<file path="config.mk">
export PLATFORM = sky130hd
export DESIGN_NAME = iob_countdown_timer
export DESIGN_NICKNAME = d
export VERILOG_FILES = /design/src/rtl/iob_countdown_timer_pkg.sv /design/src/rtl/iob_prescaler.sv /design/src/rtl/iob_countdown_timer.sv
export SDC_FILE = /design/constraint.sdc
export NUM_CORES = 1
export LEC_CHECK = 0
export BUFFER_PORTS_ARGS = -buffer_cell sky130_fd_sc_hd__buf_2
export CAP_MARGIN = 25
export CORE_AREA = 2 2 117 165
export CTS_BUF_LIST = sky130_fd_sc_hd__clkbuf_8
export CTS_CLUSTER_DIAMETER = 30
export DETAILED_ROUTE_END_ITERATION = 10
export DIE_AREA = 0 0 119 167
export PLACE_DENSITY = 0.52
export SETUP_SLACK_MARGIN = 0.05
export SYNTH_ARGS = -nofsm -noshare
export SYNTH_HDL_FRONTEND = slang
export SYNTH_SLANG_ARGS = --single-unit
</file>
<file path="constraint.sdc">
create_clock -name clk_i -period 4.4 [get_ports clk_i]
set_clock_uncertainty 0.2 [all_clocks]
set_input_delay 0.44 -clock clk_i [delete_from_list [all_inputs] [get_ports clk_i]]
set_output_delay 0.44 -clock clk_i [all_outputs]
set_load 0.02 [all_outputs]
</file>
<file path="src/rtl/iob_countdown_timer_pkg.sv">
// Shared definitions for the countdown timer: FSM state encoding and default widths.
package iob_countdown_timer_pkg;

  localparam int DATA_W_DEF  = 32;
  localparam int PRESC_W_DEF = 16;

  typedef enum logic [1:0] {
    ST_IDLE = 2'd0,
    ST_RUN  = 2'd1,
    ST_DONE = 2'd2
  } state_e;

endpackage

</file>
<file path="src/rtl/iob_prescaler.sv">
// Prescaler: counts enabled clocks and fires a one-cycle tick every presc_i+1 of them.
module iob_prescaler
  import iob_countdown_timer_pkg::*;
#(
  parameter int PRESC_W = PRESC_W_DEF
) (
  input  logic               clk_i,
  input  logic               arst_n_i,
  input  logic               clr_i,
  input  logic               en_i,
  input  logic [PRESC_W-1:0] presc_i,
  output logic               tick_o
);

  localparam logic [PRESC_W-1:0] ONE = PRESC_W'(1);

  logic [PRESC_W-1:0] presc_cnt;

  // >= rather than == so that lowering presc_i below the current count fires at once
  assign tick_o = en_i && (presc_cnt >= presc_i);

  // NOTE: sequential state uses non-blocking assignments so every register samples
  // pre-edge values regardless of statement order.
  always_ff @(posedge clk_i or negedge arst_n_i) begin
    if (!arst_n_i) begin
      presc_cnt <= '0;
    end else if (clr_i) begin
      presc_cnt <= '0;
    end else if (en_i) begin
      presc_cnt <= tick_o ? '0 : presc_cnt + ONE;
    end
  end

endmodule

</file>
<file path="src/rtl/iob_countdown_timer.sv">
// Loadable down-counting timer with prescaler, one-shot or periodic reload, sticky done flag.
module iob_countdown_timer
  import iob_countdown_timer_pkg::*;
#(
  parameter int DATA_W  = DATA_W_DEF,
  parameter int PRESC_W = PRESC_W_DEF,
  parameter int RST_VAL = 0
) (
  input  logic               clk_i,
  input  logic               arst_n_i,
  input  logic               rst_i,
  input  logic               load_i,
  input  logic [DATA_W-1:0]  load_val_i,
  input  logic [PRESC_W-1:0] presc_i,
  input  logic               start_i,
  input  logic               stop_i,
  input  logic               periodic_i,
  input  logic               clr_done_i,
  output logic [DATA_W-1:0]  data_o,
  output logic               tc_o,
  output logic               done_o,
  output logic               busy_o
);

  localparam logic [DATA_W-1:0] RST_D = DATA_W'(RST_VAL);
  localparam logic [DATA_W-1:0] ONE   = DATA_W'(1);

  state_e             state, state_d;
  logic [DATA_W-1:0]  reload, reload_d, data_d;
  logic               tc_d, done_d;
  logic               presc_clr, presc_en, tick;

  iob_prescaler #(
    .PRESC_W (PRESC_W)
  ) u_prescaler (
    .clk_i    (clk_i),
    .arst_n_i (arst_n_i),
    .clr_i    (presc_clr),
    .en_i     (presc_en),
    .presc_i  (presc_i),
    .tick_o   (tick)
  );

  // NOTE: every output of this block gets a default first; a path that skips an
  // assignment would otherwise infer a latch.
  always_comb begin
    state_d   = state;
    data_d    = data_o;
    reload_d  = reload;
    tc_d      = 1'b0;
    presc_clr = 1'b0;
    presc_en  = 1'b0;

    if (rst_i) begin
      state_d   = ST_IDLE;
      data_d    = RST_D;
      reload_d  = RST_D;
      presc_clr = 1'b1;
    end else if (load_i) begin
      reload_d  = load_val_i;
      data_d    = load_val_i;
      presc_clr = 1'b1;
    end else if (stop_i) begin
      if (state == ST_RUN) state_d = ST_IDLE;
    end else if (start_i && state == ST_IDLE) begin
      if (data_o == '0) begin
        state_d = ST_DONE;
        tc_d    = 1'b1;
      end else begin
        state_d = ST_RUN;
      end
    end else if (start_i && state == ST_DONE) begin
      if (reload == '0) begin
        tc_d = 1'b1;
      end else begin
        data_d    = reload;
        presc_clr = 1'b1;
        state_d   = ST_RUN;
      end
    end else if (state == ST_RUN) begin
      presc_en = 1'b1;
      if (tick) begin
        if (data_o == ONE) begin
          tc_d = 1'b1;
          if (periodic_i && reload != '0) begin
            data_d = reload;
          end else begin
            data_d  = '0;
            state_d = ST_DONE;
          end
        end else if (data_o != '0) begin
          data_d = data_o - ONE;
        end
      end
    end

    // A terminal count in the same cycle as a clear keeps the flag set
    if (rst_i)           done_d = 1'b0;
    else if (tc_d)       done_d = 1'b1;
    else if (clr_done_i) done_d = 1'b0;
    else                 done_d = done_o;
  end

  // NOTE: only the control and count registers sit on the async reset; there is no
  // memory here that would need to be left out of it.
  always_ff @(posedge clk_i or negedge arst_n_i) begin
    if (!arst_n_i) begin
      state  <= ST_IDLE;
      reload <= RST_D;
      data_o <= RST_D;
      tc_o   <= 1'b0;
      done_o <= 1'b0;
      busy_o <= 1'b0;
    end else begin
      state  <= state_d;
      reload <= reload_d;
      data_o <= data_d;
      tc_o   <= tc_d;
      done_o <= done_d;
      busy_o <= (state_d == ST_RUN);
    end
  end

endmodule

</file>
# Yosys cells after proc, flatten, opt, wreduce, memory -nomap -nowiden
# Cells that the tools add are included.
# Widths: inputs -> output; s select.
[word_totals]
out_inout_bits = 35
word_cells = 86
regBits = 85
inputBits = 56
[classes]
n_eq_ne = 7
n_addsub = 2
n_reduce_logical = 16
magnitude_cmp = 1
n_mux = 53
[ops]
columns = ["operator", "n"]
rows = [
  ["$mux 32", 13],
  ["$logic_not 32->1", 2],
  ["$reduce_bool 32->1", 2],
  ["$mux 16", 3],
  ["$eq 32x1->1 const B", 1],
  ["$sub 32x1->32 const B", 1],
  ["$mux 1", 25],
  ["$mux 2", 12],
  ["$add 16x1->16 const B", 1],
  ["$ge 16x16->1", 1],
  ["$reduce_bool 4->1", 2],
  ["$ne 3x3->1 const B", 2],
  ["$reduce_and 6->1", 1],
  ["$reduce_bool 5->1", 1],
  ["$eq 2x1->1 const B", 2],
  ["$logic_and 1x1->1", 4],
  ["$ne 4x4->1 const B", 1],
  ["$reduce_bool 2->1", 2],
  ["$reduce_bool 3->1", 1],
  ["$eq 2x2->1 const B", 1],
  ["$logic_not 2->1", 1],
]

# Logic depth before layout (Yosys ltp)
# Gate-level depths: netlist (run 1).
[depth]
ltp_word = 17
mapped_depth = 11
mapped_depth_nobuf = 9

# Hierarchy
# A second synthesis (run 1) with hierarchy kept.
[unflattened]
cells_unflattened = 591
hier_area_um2 = 5363.9
[by_module_without_submodules]
columns = ["mod", "area_each_um2", "cells_per_inst", "seq_area_each_um2", "n_inst"]
rows = [
  ["iob_countdown_timer", 4085.2, 438, 1726.7, 1],
  ["iob_prescaler", 1278.7, 153, 400.4, 1],
]

# Worst setup path after synthesis (run 1)
# Ideal clock, no wire load.
[synth_path]
kind = "reg-to-reg"
from = "reg data_o[29]"
to = "reg data_o[0]"
arrival_ns = 2.419
slack_ns = 1.660
path_buffers = 1
t_required_ns = 4.079
setup_time_ns = 0.121
stages_incl_launch_ff = 9
period_less_slack_ns = 2.740
path_cell_list = "dfrtp_1 -> or4_4 -> or3_4 -> nor3b_4 -> nor2_1 -> buf_4 -> a221oi_1 -> a21oi_1 -> a22o_1"
[synth_between]
elab_chain_cells = 9
word_cells_on_any_way = 12
classes_between = "eq/ne: 1; mux: 8; reduce/logical: 3"
[synth_rtl]
columns = ["element", "line_no", "source"]
rows = [
  ["from (decl)", "iob_countdown_timer.sv:19", "output logic [DATA_W-1:0] data_o,"],
  ["from (signal assigned)", "iob_countdown_timer.sv:117", "data_o <= data_d;"],
  ["$eq 32x1->1", "iob_countdown_timer.sv:83", "if (data_o == ONE) begin"],
  ["$mux 32", "iob_countdown_timer.sv:83", ""],
  ["$mux 32", "iob_countdown_timer.sv:82", "if (tick) begin"],
  ["$mux 32", "iob_countdown_timer.sv:80", "end else if (state == ST_RUN) begin"],
  ["$mux 32", "iob_countdown_timer.sv:72", "end else if (start_i && state == ST_DONE) begin"],
  ["$mux 32", "iob_countdown_timer.sv:65", "end else if (start_i && state == ST_IDLE) begin"],
  ["$mux 32", "iob_countdown_timer.sv:63", "end else if (stop_i) begin"],
  ["$mux 32", "iob_countdown_timer.sv:59", "end else if (load_i) begin"],
  ["$mux 32", "iob_countdown_timer.sv:54", "if (rst_i) begin"],
]
# Several ways; a longest one is shown, not always the timed one. The select of a mux whose other input is x is not followed.
# A chain may end at the register's enable or synchronous reset.

# Worst setup path after layout (run 1)
[layout_path]
from = "reg data_o[18]"
to = "reg data_o[28]"
[layout_between]
elab_chain_cells = 10
word_cells_on_any_way = 14
classes_between = "add/sub: 1; eq/ne: 1; mux: 9; reduce/logical: 3"
[layout_rtl]
columns = ["element", "line_no", "source"]
rows = [
  ["$sub 32x1->32", "iob_countdown_timer.sv:92", "data_d = data_o - ONE;"],
  ["$mux 32", "iob_countdown_timer.sv:91", "end else if (data_o != '0) begin"],
  ["$mux 32", "iob_countdown_timer.sv:83", ""],
  ["$mux 32", "iob_countdown_timer.sv:82", ""],
  ["$mux 32", "iob_countdown_timer.sv:80", ""],
  ["$mux 32", "iob_countdown_timer.sv:72", ""],
  ["$mux 32", "iob_countdown_timer.sv:65", ""],
  ["$mux 32", "iob_countdown_timer.sv:63", ""],
  ["$mux 32", "iob_countdown_timer.sv:59", ""],
  ["$mux 32", "iob_countdown_timer.sv:54", ""],
]
# Several ways; a longest one is shown, not always the timed one. The select of a mux whose other input is x is not followed.

==> results of run 1 <==
-- synthesized netlist by cell type, types with 3 or more instances --
cell	count	area, µm²
sky130_fd_sc_hd__o21ai_0	11	55.1
sky130_fd_sc_hd__mux2i_1	32	320
sky130_fd_sc_hd__buf_1	6	22.5
sky130_fd_sc_hd__a21oi_1	27	135
sky130_fd_sc_hd__ha_1	19	238
sky130_fd_sc_hd__nor3_1	14	70.1
sky130_fd_sc_hd__or3_1	5	31.3
sky130_fd_sc_hd__a21o_1	5	37.5
sky130_fd_sc_hd__inv_1	30	113
sky130_fd_sc_hd__xnor2_1	6	52.6
sky130_fd_sc_hd__dfrtp_1	85	2130
sky130_fd_sc_hd__nand4_1	6	37.5
sky130_fd_sc_hd__clkbuf_1	21	78.8
sky130_fd_sc_hd__a2111oi_2	3	45.0
sky130_fd_sc_hd__buf_6	3	33.8
sky130_fd_sc_hd__and3_1	7	43.8
sky130_fd_sc_hd__a221oi_1	29	254
sky130_fd_sc_hd__o31ai_1	3	22.5
sky130_fd_sc_hd__nand3b_1	4	30.0
sky130_fd_sc_hd__nor4_1	17	106
sky130_fd_sc_hd__o41ai_1	27	236
sky130_fd_sc_hd__a22o_1	5	43.8
sky130_fd_sc_hd__buf_2	3	15.0
sky130_fd_sc_hd__or2_2	4	25.0
sky130_fd_sc_hd__buf_4	3	22.5
sky130_fd_sc_hd__nand3_1	14	70.1
sky130_fd_sc_hd__nor2_1	59	221
sky130_fd_sc_hd__nor2b_1	30	188
sky130_fd_sc_hd__nand2_1	56	210
sky130_fd_sc_hd__o22ai_1	4	25.0
sky130_fd_sc_hd__xor2_1	25	219
-- critical path: cells and delay by family (launching register included) --
kind            cells  cell delay [ns]
simple gates        3             1.41
compound gates      4             1.19
flops               1             0.43
-- flip-flops by register name, indices dropped and copies added, names as in the netlist --
register / cells
data_o: 32
reload: 32
u_prescaler.presc_cnt: 16
state: 2
busy_o: 1
done_o: 1
tc_o: 1
-- layout by cell type, fill, tap and decap left out, types with 4 or more instances in the layout --
master	instances
sky130_fd_sc_hd__o21ai_0	11
sky130_fd_sc_hd__clkbuf_8	9
sky130_fd_sc_hd__a221oi_1	29
sky130_fd_sc_hd__buf_2	88
sky130_fd_sc_hd__inv_1	33
sky130_fd_sc_hd__o41ai_1	27
sky130_fd_sc_hd__nor3_1	14
sky130_fd_sc_hd__or3_1	5
sky130_fd_sc_hd__nand3b_1	4
sky130_fd_sc_hd__and3_1	7
sky130_fd_sc_hd__xor2_1	25
sky130_fd_sc_hd__nand3_1	14
sky130_fd_sc_hd__xnor2_1	6
sky130_fd_sc_hd__nor2_1	58
sky130_fd_sc_hd__nor4_1	17
sky130_fd_sc_hd__buf_4	11
sky130_fd_sc_hd__mux2i_1	32
sky130_fd_sc_hd__ha_1	19
sky130_fd_sc_hd__or2_2	4
sky130_fd_sc_hd__nor2b_1	30
sky130_fd_sc_hd__a21o_1	5
sky130_fd_sc_hd__a21oi_1	27
sky130_fd_sc_hd__nand2_1	56
sky130_fd_sc_hd__a22o_1	5
sky130_fd_sc_hd__dfrtp_1	85
sky130_fd_sc_hd__nand4_1	6
sky130_fd_sc_hd__o22ai_1	4
-- area by class of cell --
cell class | instances | area [µm²] | share of cell area
Timing Repair Buffer | 101 | 561 | 0.0883
Sequential cell | 85 | 2130 | 0.335
Multi-Input combinational cell | 444 | 3040 | 0.478
Inverter | 30 | 113 | 0.0177
Clock buffer | 9 | 124 | 0.0195
Tap cell | 244 | 305 | 0.0481
Clock inverter | 7 | 83.8 | 0.0132
-- layer usage --
layer,part of all wire,vias up,global-route usage
li1,-,2346,-
met1,0.43,2488,0.199
met2,0.51,140,0.290
met3,0.037,20,0.0240
met4,0.023,0,0.0751
met5,0,-,0
-- power groups by stage --
stage	sequential, W	combinational (W)	clock (W)
3_3_place_gp	0.000912	0.000420	0
6_report	0.000901	0.000426	0.000609
5_1_grt	0.000909	0.000474	0.000662
2_1_floorplan	0.000931	0.000247	0
4_1_cts	0.000899	0.000431	0.000631
3_5_place_dp	0.000914	0.000427	0
-- stage by stage --
stage | cells | total power, W | hold slack, ns
after floorplan | 595 | 0.00118 | -0.0556
after global placement | 902 | 0.00133 | 0.278
after detailed placement | 902 | 0.00134 | 0.278
after CTS | 919 | 0.00196 | 0.101
after global routing | 920 | 0.00204 | 0.126
final | 920 | 0.00194 | 0.119
-- kinds of logic (layout without fill, tap and decap cells) --
kind of cell	count (synthesis)	after routing
buf+inv	66	147
xor+xnor	31	31
simple gates	230	230
flops	85	85
mux	32	32
compound gates	132	132
fa+ha+maj	19	19
-- timing repair --
action / CTS / global route
endpoints found under the hold margin: 53 / 0
setup buffers: 0 / 0
hold buffers: 1 / 0
-- worst max-delay path by stage --
stage	endpoint	slack, ns	depth (start not counted)
after CTS	data_o[28]$_DFFE_PN0P_	1.10	7
after floorplan	data_o[0]$_DFFE_PN0P_	1.66	8
final	data_o[28]$_DFFE_PN0P_	1.11	7
after global routing	data_o[28]$_DFFE_PN0P_	0.81	7
after global placement	data_o[2]$_DFFE_PN0P_	1.10	11
after detailed placement	data_o[2]$_DFFE_PN0P_	1.03	11
==> results.toml, run 1 <==
[power_and_ir_drop]
p_leak_nw = 3.02
net-switching-power_w = 0.000628
cell_internal_pwr_w = 0.00131
clk_pwr_share = 0.315
part_of_the_power_in_registers = 0.465
worst_ir_drop_vdd_v = 0.000134
switching_share = 0.324
pwr_density_cell_mw_per_mm2 = 305
power_frac_comb = 0.220

[critical_path]
worstPathArrival_ns = 3.41
critPathMaxStageDelay_ns = 0.66
r2r-end = "data_o[28]$_DFFE_PN0P_"
critical_path.cell_chain = "nor3_1 > nand4b_1 > nor3b_4 > a31o_4 > a221oi_1 > a2111oi_0 > a21o_1"
timing.reg2reg.worst_path_depth = 7
critical_path.startpoint = "data_o[18]$_DFFE_PN0P_"
critical_path_s_slowest_cell = "sky130_fd_sc_hd__nor3_1"
cp-start-kind = "flip-flop"
timing.critical_path.to_type = "flip-flop"
critical_path_peak_fanout = 32
worst_r2r_startpoint = "data_o[18]$_DFFE_PN0P_"
reg2reg_setup_slack_ns = 1.11
critPathKind = "flip-flop to flip-flop"
worstPathRequired_ns = 4.52

[layout]
insertedDiodeCount = 0
post-route-cell-area_mm2 = 0.00635
nFillCells = 1934
share_of_cells_above_drive_strength_1 = 0.192
finalNetCount = 746
postLayoutCoreUtil = 0.345
syn2layout_area_growth_pct = 16.6

[cts]
cts_num_sinks = 85
clkLatencyLatePin_ns = 0.38
number_of_buffers_created_by_cts = 9
clock_tree.buffer_depth = 2
root_buffer_cell = "sky130_fd_sc_hd__clkbuf_8"
tritoncts = "yes"
cts.repair.resized = 0
cts.reportedPaths.clkPinSlew_ns = 0.09
ctsHtreeMaxLevel = 3

[logic_synthesis]
synth.ff_latch_count = 85
post_synth.cell_area_avg_um2 = 9.15
synth.distinct_cells = 54
asyncSetResetFlopFracSynth = 1.00
yosys.area_share.simple = 0.215
sequential_area_share_after_synthesis = 0.391
share_of_the_synthesized_area_in_compound_gates_ao_oa_aoi_oai = 0.190
post_synth_xor_area_fraction = 0.0499
synth-edff-count = 0
syn_nets = 670
synth_area_mm2 = 0.00545
yosys-mux-area-fraction = 0.0588
dominantRegCellSynth = "sky130_fd_sc_hd__dfrtp_1"
cell_count_after_synthesis = 595
synthesis.yosys.warnings = 0
synth_top_family_by_area = "simple AND/OR/NAND/NOR gates"
synth_adder_area_share = 0.0437

[min_path]
min_path_type = "input pin to flip-flop"
worst_hold_path.num_cells = 3
hold_end = "reload[22]$_DFFE_PN0N_"
worstHoldStart = "load_val_i[22]"

[place]
dp_slack_ns = 1.03
cell_area_after_placement_mm2 = 0.00610
portbufs = 90
gp_congestion = 0.807
dp.final_hpwl_mm = 11.3

[die]
floorplan.die.width_um = 119
dieArea_mm2 = 0.0199
initial_core_util = 0.296
io_pins = 91
die_h_um = 167
rows = 59
core_mm2 = 0.0184

[timing]
timing.final.setup_violations = 0
fin_crit_sh = 0.747
maxClockFrequency_mhz = 304
report.final.hold_viol_count = 0
post-route-worst-setup-slack_ns = 1.11
finalSetupTns_ns = 0
max_slew_violations = 0
finalWorstPathRequiredPeriod_ns = 3.29
slew-limit-headroom = 0.482
rsz0062_at_grt = "no"
worst_slew_pin_slew_ns = 0.771

[drt]
drt_wl_total_mm = 16.2
detail_route.vias_per_cell = 5.43
avgRoutedWirePerCell_um = 17.6
drcViolationCount = 0
antenna_left = 0
drt_first_iter_violations = 283
route.vias.total = 4994
dr.pass1.iters = 5

[global_route]
via_count_of_the_first_global_routing_pass = 5050
first_pass_grt_wire_length_mm = 26.3
grt.total_usage = 0.165
grt-ovfl-total = 0
antenna_found_initial = 0
grt_max_degree = 100

[flow_run]
cap_viol_max_count = 0

[outcome]
outcome = "complete, no violations"
No activity file was read; power rests on OpenSTA's default activity.
==> run 2: changes to the inputs <==
Settings changed: ABC_AREA set to 1, CORE_AREA 2 2 117 165 to 2 2 121 169, DIE_AREA 0 0 119 167 to 0 0 123 171, PLACE_DENSITY 0.52 to 0.54.
Clock period 4.4 ns to 2.8 ns, I/O delays scaled along.
==> results.toml, run 2 <==
[cts]
post_cts_repair_setup_buffers = 0
root_buffer_cell = "sky130_fd_sc_hd__clkbuf_8"
clock_tree.buffer_depth = 2
ctsHtreeMaxLevel = 3
number_of_buffers_created_by_cts = 9
tritoncts = "yes"
cts_num_sinks = 85
clkLatencyLatePin_ns = 0.39
cts.reportedPaths.clkPinSlew_ns = 0.10

[drt]
dr.pass1.iters = 4
drt_first_iter_violations = 406
detail_route.vias_per_cell = 4.80
route.vias.total = 5454
drt_wl_total_mm = 17.9
avgRoutedWirePerCell_um = 15.7
drcViolationCount = 0
antenna_left = 0

[logic_synthesis]
synth-edff-count = 0
post_synth.cell_area_avg_um2 = 7.42
synth_area_mm2 = 0.00576
sequential_area_share_after_synthesis = 0.369
synth_top_area_share = 0.369
cell_count_after_synthesis = 777
synth.distinct_cells = 50
synth_top_cells_by_area = "sky130_fd_sc_hd__dfrtp_1, sky130_fd_sc_hd__nand2_1, sky130_fd_sc_hd__nor2_1"
dominantRegCellSynth = "sky130_fd_sc_hd__dfrtp_1"
synth.top_cells.by_count = "sky130_fd_sc_hd__nand2_1, sky130_fd_sc_hd__nor2_1, sky130_fd_sc_hd__inv_1"
synthesis.yosys.warnings = 0
synth.ff_latch_count = 85
asyncSetResetFlopFracSynth = 1.00
most_used_standard_cell_by_instance_count_after_synthesis = "sky130_fd_sc_hd__nand2_1"
syn_nets = 852
netlist.top_cell.by_area = "sky130_fd_sc_hd__dfrtp_1"

[critical_path]
timing.critical_path.to_type = "flip-flop"
cp_top_family = "simple AND/OR/NAND/NOR gates"
timing.critical_path.mode_cell = "sky130_fd_sc_hd__nand2_1"
worstPathRequired_ns = 2.92
worst_r2r_startpoint = "u_prescaler.presc_cnt[7]$_DFFE_PN0P_"
worstPathArrival_ns = 2.64
critical_path.startpoint = "u_prescaler.presc_cnt[7]$_DFFE_PN0P_"
critical_path_peak_fanout = 29
cp.buffers_inverters = 2
critPathMaxStageDelay_ns = 0.44
critPathKind = "flip-flop to flip-flop"
critical_path_s_slowest_cell = "sky130_fd_sc_hd__dfrtp_1"
critical_path.cell_chain = "ha_1 > nand2_1 > inv_1 > nand2_1 > nor2_1 > nor2_1 > nand2_1 > nand2_1 > nand2_1 > nand2_1 > o21ai_2 > nand2_2 > nand2_4 > buf_12 > nor2_1 > nor3_2"
cp-start-kind = "flip-flop"

[timing]
worst_slew_pin_slew_ns = 0.770
maxClockFrequency_mhz = 397
finalSetupTns_ns = 0
rsz0062_at_grt = "no"
slew-limit-headroom = 0.486
finalWorstPathRequiredPeriod_ns = 2.52
report.final.hold_viol_count = 1
worst_hold_slack_across_all_endpoints_ns = -0.00243
timing.final.setup_violations = 0
max_slew_violations = 0
fin_crit_sh = 0.899

[die]
die_h_um = 171
initial_core_util = 0.293
rows = 61
io_pins = 91
core_mm2 = 0.0197
dieArea_mm2 = 0.0210
floorplan.die.width_um = 123

[outcome]
failed_checks = "negative hold slack"
outcome = "complete, but fails checks"

[layout]
seq_area_mm2 = 0.00213
finalNetCount = 955
biggestRegsByFlops = "data_o x32, reload x32, u_prescaler.presc_cnt x16"
share_of_cells_above_drive_strength_1 = 0.211
final_common_cell = "sky130_fd_sc_hd__nand2_1"
nFillCells = 2150
syn2layout_area_growth_pct = 19.0
mostFrequentLayoutCells = "sky130_fd_sc_hd__nand2_1, sky130_fd_sc_hd__nor2_1, sky130_fd_sc_hd__inv_1"
multi_input_comb_area_mm2 = 0.00307
insertedDiodeCount = 0

[min_path]
min_path_type = "input pin to flip-flop"
worstHoldStart = "load_val_i[5]"

[power_and_ir_drop]
pwr_density_cell_mw_per_mm2 = 466
p_leak_nw = 3.33
cell_internal_pwr_w = 0.00203
clk_pwr_share = 0.293
power_frac_comb = 0.269
worst_ir_drop_vdd_v = 0.000222
net-switching-power_w = 0.00117
part_of_the_power_in_registers = 0.439
switching_share = 0.366

[global_route]
grt_max_degree = 48
antenna_found_initial = 0
via_count_of_the_first_global_routing_pass = 5421
first_pass_grt_wire_length_mm = 28.3
grt-ovfl-total = 0
grt.total_usage = 0.175

[place]
portbufs = 90
gp_congestion = 0.932
dp.final_hpwl_mm = 13.5

[flow_run]
cap_viol_max_count = 0
==> run 2: cell count changes after synthesis, sizes merged, moves of 32 or more <==
cell | previous run | this run
nand2 | 56 | 131
mux2i | 32 | 0
o21ai | 12 | 99
nor2 | 59 | 121
inv | 30 | 106
==> run 2: cell families (layout without fill, tap and decap cells) <==
family,after synthesis,after routing,synth area share
AO/OA/AOI/OAI,184,184,0.193
XOR/XNOR,22,22,0.0334
adder cells (fa/ha/maj),19,19,0.0413
buffers and inverters,134,242,0.0988
flip-flops,85,85,0.369
AND/OR/NAND/NOR,333,333,0.264
==> run 2: final timing paths <==
path                                          endpoint  slack [ns]  cells after the start
worst max-delay path             data_o[2]$_DFFE_PN0P_        0.28                     16
worst min-delay path             reload[5]$_DFFE_PN0N_      -0.002                      3
worst max register to register   data_o[2]$_DFFE_PN0P_        0.28                     16
worst min register to register      done_o$_DFFE_PN0P_        0.28                      1
max in group asynchronous        data_o[6]$_DFFE_PN0P_        1.48                      3
min in group asynchronous       data_o[17]$_DFFE_PN0P_        0.25                      2
==> run 2: power by group through the flow <==
stage	sequential [W]	clock, W	combinational [W]
6_report	0.00140	0.000934	0.000858
5_1_grt	0.00141	0.000999	0.000959
4_1_cts	0.00140	0.000956	0.000866
3_5_place_dp	0.00142	0	0.000854
3_3_place_gp	0.00142	0	0.000849
2_1_floorplan	0.00146	0	0.000505
==> run 2: stage by stage <==
stage	total power, W	instances	area, µm²	worst slack (ns)	util
2_1_floorplan	0.00197	777	5760	0.539	-
3_3_place_gp	0.00227	1114	6570	0.269	0.334
3_5_place_dp	0.00228	1114	6570	0.276	0.334
4_1_cts	0.00322	1137	6840	0.248	0.347
5_1_grt	0.00337	1137	6850	0.0549	0.348
6_report	0.00319	1137	6850	0.282	0.348
==> run 2: area by class of cell <==
| class | count | share of cell area |
|---|---|---|
| Inverter | 107 | 0.0604 |
| Clock buffer | 9 | 0.0181 |
| Timing Repair Buffer | 119 | 0.106 |
| Sequential cell | 85 | 0.310 |
| Clock inverter | 7 | 0.0108 |
| Multi-Input combinational cell | 558 | 0.449 |
| Tap cell | 252 | 0.0460 |
==> run 2: what timing repair did <==
action / CTS / global route
endpoints found under the hold margin: 51 / 0
setup endpoints to repair: 0 / 14
gates resized for setup: 0 / 4
hold buffers: 7 / 0
==> run 2: per-layer routing <==
metal | up-vias | part of all wire | global-route usage | wire length (µm)
li1 | 2778 | - | - | -
met1 | 2532 | 0.43 | 0.211 | 7620
met2 | 127 | 0.52 | 0.318 | 9310
met3 | 17 | 0.041 | 0.0313 | 734
met4 | 0 | 0.012 | 0.0385 | 208
met5 | - | 0 | 0 | 0
==> run 2: worst reg2reg max path, cell delays in order (launching register included) <==
cell and delay, ns:
sky130_fd_sc_hd__dfrtp_1 0.44, sky130_fd_sc_hd__ha_1 0.31, sky130_fd_sc_hd__nand2_1 0.05, sky130_fd_sc_hd__inv_1 0.06, sky130_fd_sc_hd__nand2_1 0.06, sky130_fd_sc_hd__nor2_1 0.10, sky130_fd_sc_hd__nor2_1 0.05, sky130_fd_sc_hd__nand2_1 0.07
sky130_fd_sc_hd__nand2_1 0.10, sky130_fd_sc_hd__nand2_1 0.08, sky130_fd_sc_hd__nand2_1 0.06, sky130_fd_sc_hd__o21ai_2 0.11, sky130_fd_sc_hd__nand2_2 0.07, sky130_fd_sc_hd__nand2_4 0.20, sky130_fd_sc_hd__buf_12 0.24, sky130_fd_sc_hd__nor2_1 0.09
sky130_fd_sc_hd__nor3_2 0.15
==> run 3: changes to the inputs <==
Settings changed: ABC_AREA 1 to 0, CORE_AREA 2 2 121 169 to 2 2 117 165, DIE_AREA 0 0 123 171 to 0 0 119 167, PLACE_DENSITY 0.54 to 0.52.
Clock period 2.8 ns to 2.71 ns, I/O delays scaled along.
==> results.toml, run 3 (synthesized netlist as in run 1, its figures left out) <==
[timing]
slew-limit-headroom = 0.483
worst_slew_pin_slew_ns = 0.775
maxClockFrequency_mhz = 366
timing.final.setup_violations = 7
fin_crit_sh = 1.01
post-route-worst-setup-slack_ns = -0.0253
rsz0062_at_grt = "yes"
worst_hold_slack_across_all_endpoints_ns = 0.0110
max_slew_violations = 0
finalWorstPathRequiredPeriod_ns = 2.74
report.final.hold_viol_count = 0

[layout]
post-route-cell-area_mm2 = 0.00763
finalNetCount = 860
nFillCells = 1829
final_common_cell = "sky130_fd_sc_hd__buf_2"
final-instance-count-excl-fill = 1034
share_of_cells_above_drive_strength_1 = 0.327
seq_area_mm2 = 0.00213
insertedDiodeCount = 0
multi_input_comb_area_mm2 = 0.00331
mostFrequentLayoutCells = "sky130_fd_sc_hd__buf_2, sky130_fd_sc_hd__dfrtp_1, sky130_fd_sc_hd__buf_4"
syn2layout_area_growth_pct = 40.1
biggestRegsByFlops = "data_o x32, reload x32, u_prescaler.presc_cnt x16"

[critical_path]
critPathMaxStageDelay_ns = 0.55
critPathKind = "flip-flop to flip-flop"
cp-start-kind = "flip-flop"
critical_path.cell_chain = "or4_4 > or3_4 > buf_4 > o41ai_4 > o21ai_2 > a211o_1 > a31oi_2 > a21oi_1"
critical_path_peak_fanout = 3
worstPathRequired_ns = 2.76
timing.critical_path.to_type = "flip-flop"
critical_path.startpoint = "data_o[28]$_DFFE_PN0P_"
critical_path_s_slowest_cell = "sky130_fd_sc_hd__or4_4"
worstPathArrival_ns = 2.79
reg2reg_setup_slack_ns = -0.03
worst_r2r_startpoint = "data_o[28]$_DFFE_PN0P_"

[drt]
antenna_left = 0
detail_route.vias_per_cell = 5.24
drt_wl_total_mm = 17.9
avgRoutedWirePerCell_um = 17.3
drcViolationCount = 0
route.vias.total = 5420
drt_first_iter_violations = 259
dr.pass1.iters = 4

[place]
portbufs = 90
gp_congestion = 0.837
dp_slack_ns = -0.217
dp.final_hpwl_mm = 12.5
cell_area_after_placement_mm2 = 0.00670
dp.cells = 974

[outcome]
failed_checks = "negative setup slack"
outcome = "complete, but fails checks"

[power_and_ir_drop]
report.power.total_w = 0.00333
worst_ir_drop_vdd_v = 0.000268
p_leak_nw = 3.71
pwr_density_cell_mw_per_mm2 = 437

[min_path]
worstHoldStart = "load_val_i[31]"
min_path_type = "input pin to flip-flop"

[cts]
cts.reportedPaths.clkPinSlew_ns = 0.10
ctsHtreeMaxLevel = 3
tritoncts = "yes"
root_buffer_cell = "sky130_fd_sc_hd__clkbuf_8"
clock_tree.buffer_depth = 2
number_of_buffers_created_by_cts = 9
cts_num_sinks = 85
clkLatencyLatePin_ns = 0.37

[die]
dieArea_mm2 = 0.0199
io_pins = 91
initial_core_util = 0.296
rows = 59
floorplan.die.width_um = 119
die_h_um = 167
core_mm2 = 0.0184

[global_route]
first_pass_grt_wire_length_mm = 28.4
antenna_found_initial = 0
grt_max_degree = 101
grt-ovfl-total = 0
via_count_of_the_first_global_routing_pass = 5450
grt.total_usage = 0.178

[flow_run]
cap_viol_max_count = 0
[run 3: cell types whose count changed in the layout (fill, tap and decap cells not counted), moves of 20 or more]
| cell | change |
|---|---|
| sky130_fd_sc_hd__dlygate4sd3_1 | +21 |
| sky130_fd_sc_hd__buf_4 | +60 |
| sky130_fd_sc_hd__mux2i_1 | +32 |
| sky130_fd_sc_hd__a21oi_1 | -20 |
| sky130_fd_sc_hd__a221oi_2 | +21 |
| sky130_fd_sc_hd__o21ai_0 | -58 |
| sky130_fd_sc_hd__o21ai_1 | -22 |
| sky130_fd_sc_hd__nand2_1 | -67 |
| sky130_fd_sc_hd__inv_1 | -67 |
| sky130_fd_sc_hd__nor2_1 | -50 |
| sky130_fd_sc_hd__o41ai_1 | +25 |
| sky130_fd_sc_hd__nor2b_1 | +30 |
[run 3: repair_timing]
item,CTS,global route
gates resized for setup,26,30
hold buffers,28,0
buffers inserted,13,1
pin swaps,35,18
cloned,2,0
endpoints found under the setup margin,35,53
endpoints found under the hold margin,77,0
[run 3: metal layers]
metal	track usage	wire length [µm]	share of wire	up-vias
li1	-	-	-	2580
met1	0.214	7420	0.42	2669
met2	0.322	9460	0.53	144
met3	0.0209	580	0.032	27
met4	0.0647	401	0.022	0
met5	0	0	0	-
[run 3: through the flow]
| step | util | setup TNS (ns) |
|---|---|---|
| floorplan | - | 0 |
| global route | 0.415 | -2.55 |
| CTS | 0.405 | -2.45 |
| finish | 0.415 | -0.0832 |
| detailed placement | 0.364 | -3.01 |
| global placement | 0.364 | -1.63 |
[run 3: critical path, delay by kind of cell, from the launching register on]
| kind | cells | cell delay [ns] |
|---|---|---|
| AND/OR/NAND/NOR | 2 | 0.92 |
| buffers and inverters | 1 | 0.16 |
| AO/OA/AOI/OAI | 5 | 0.94 |
| flip-flops | 1 | 0.41 |
[run 3: where the power goes]
| part | switching, W | internal [W] |
|---|---|---|
| combinational | 0.000531 | 0.000418 |
| clock | 0.000503 | 0.000450 |
| sequential | 0.0000833 | 0.00135 |
| total | 0.00112 | 0.00221 |
[run 3: path summary, 6_finish.rpt]
kind	cells past startpoint	to
worst min register to register	1	done_o$_DFFE_PN0P_
worst max register to register	8	busy_o$_DFF_PN0_
max in group asynchronous	3	u_prescaler.presc_cnt[4]$_DFFE_PN0P_
min in group asynchronous	2	reload[12]$_DFFE_PN0N_
worst max-delay path	8	busy_o$_DFF_PN0_
worst min-delay path	3	reload[31]$_DFFE_PN0N_
[run 3: layout make-up]
class                           instances  area share
Multi-Input combinational cell        446       0.434
Clock inverter                          6     0.00820
Sequential cell                        85       0.279
Tap cell                              244      0.0400
Inverter                               30      0.0148
Timing Repair Buffer                  213       0.206
Clock buffer                           10      0.0180
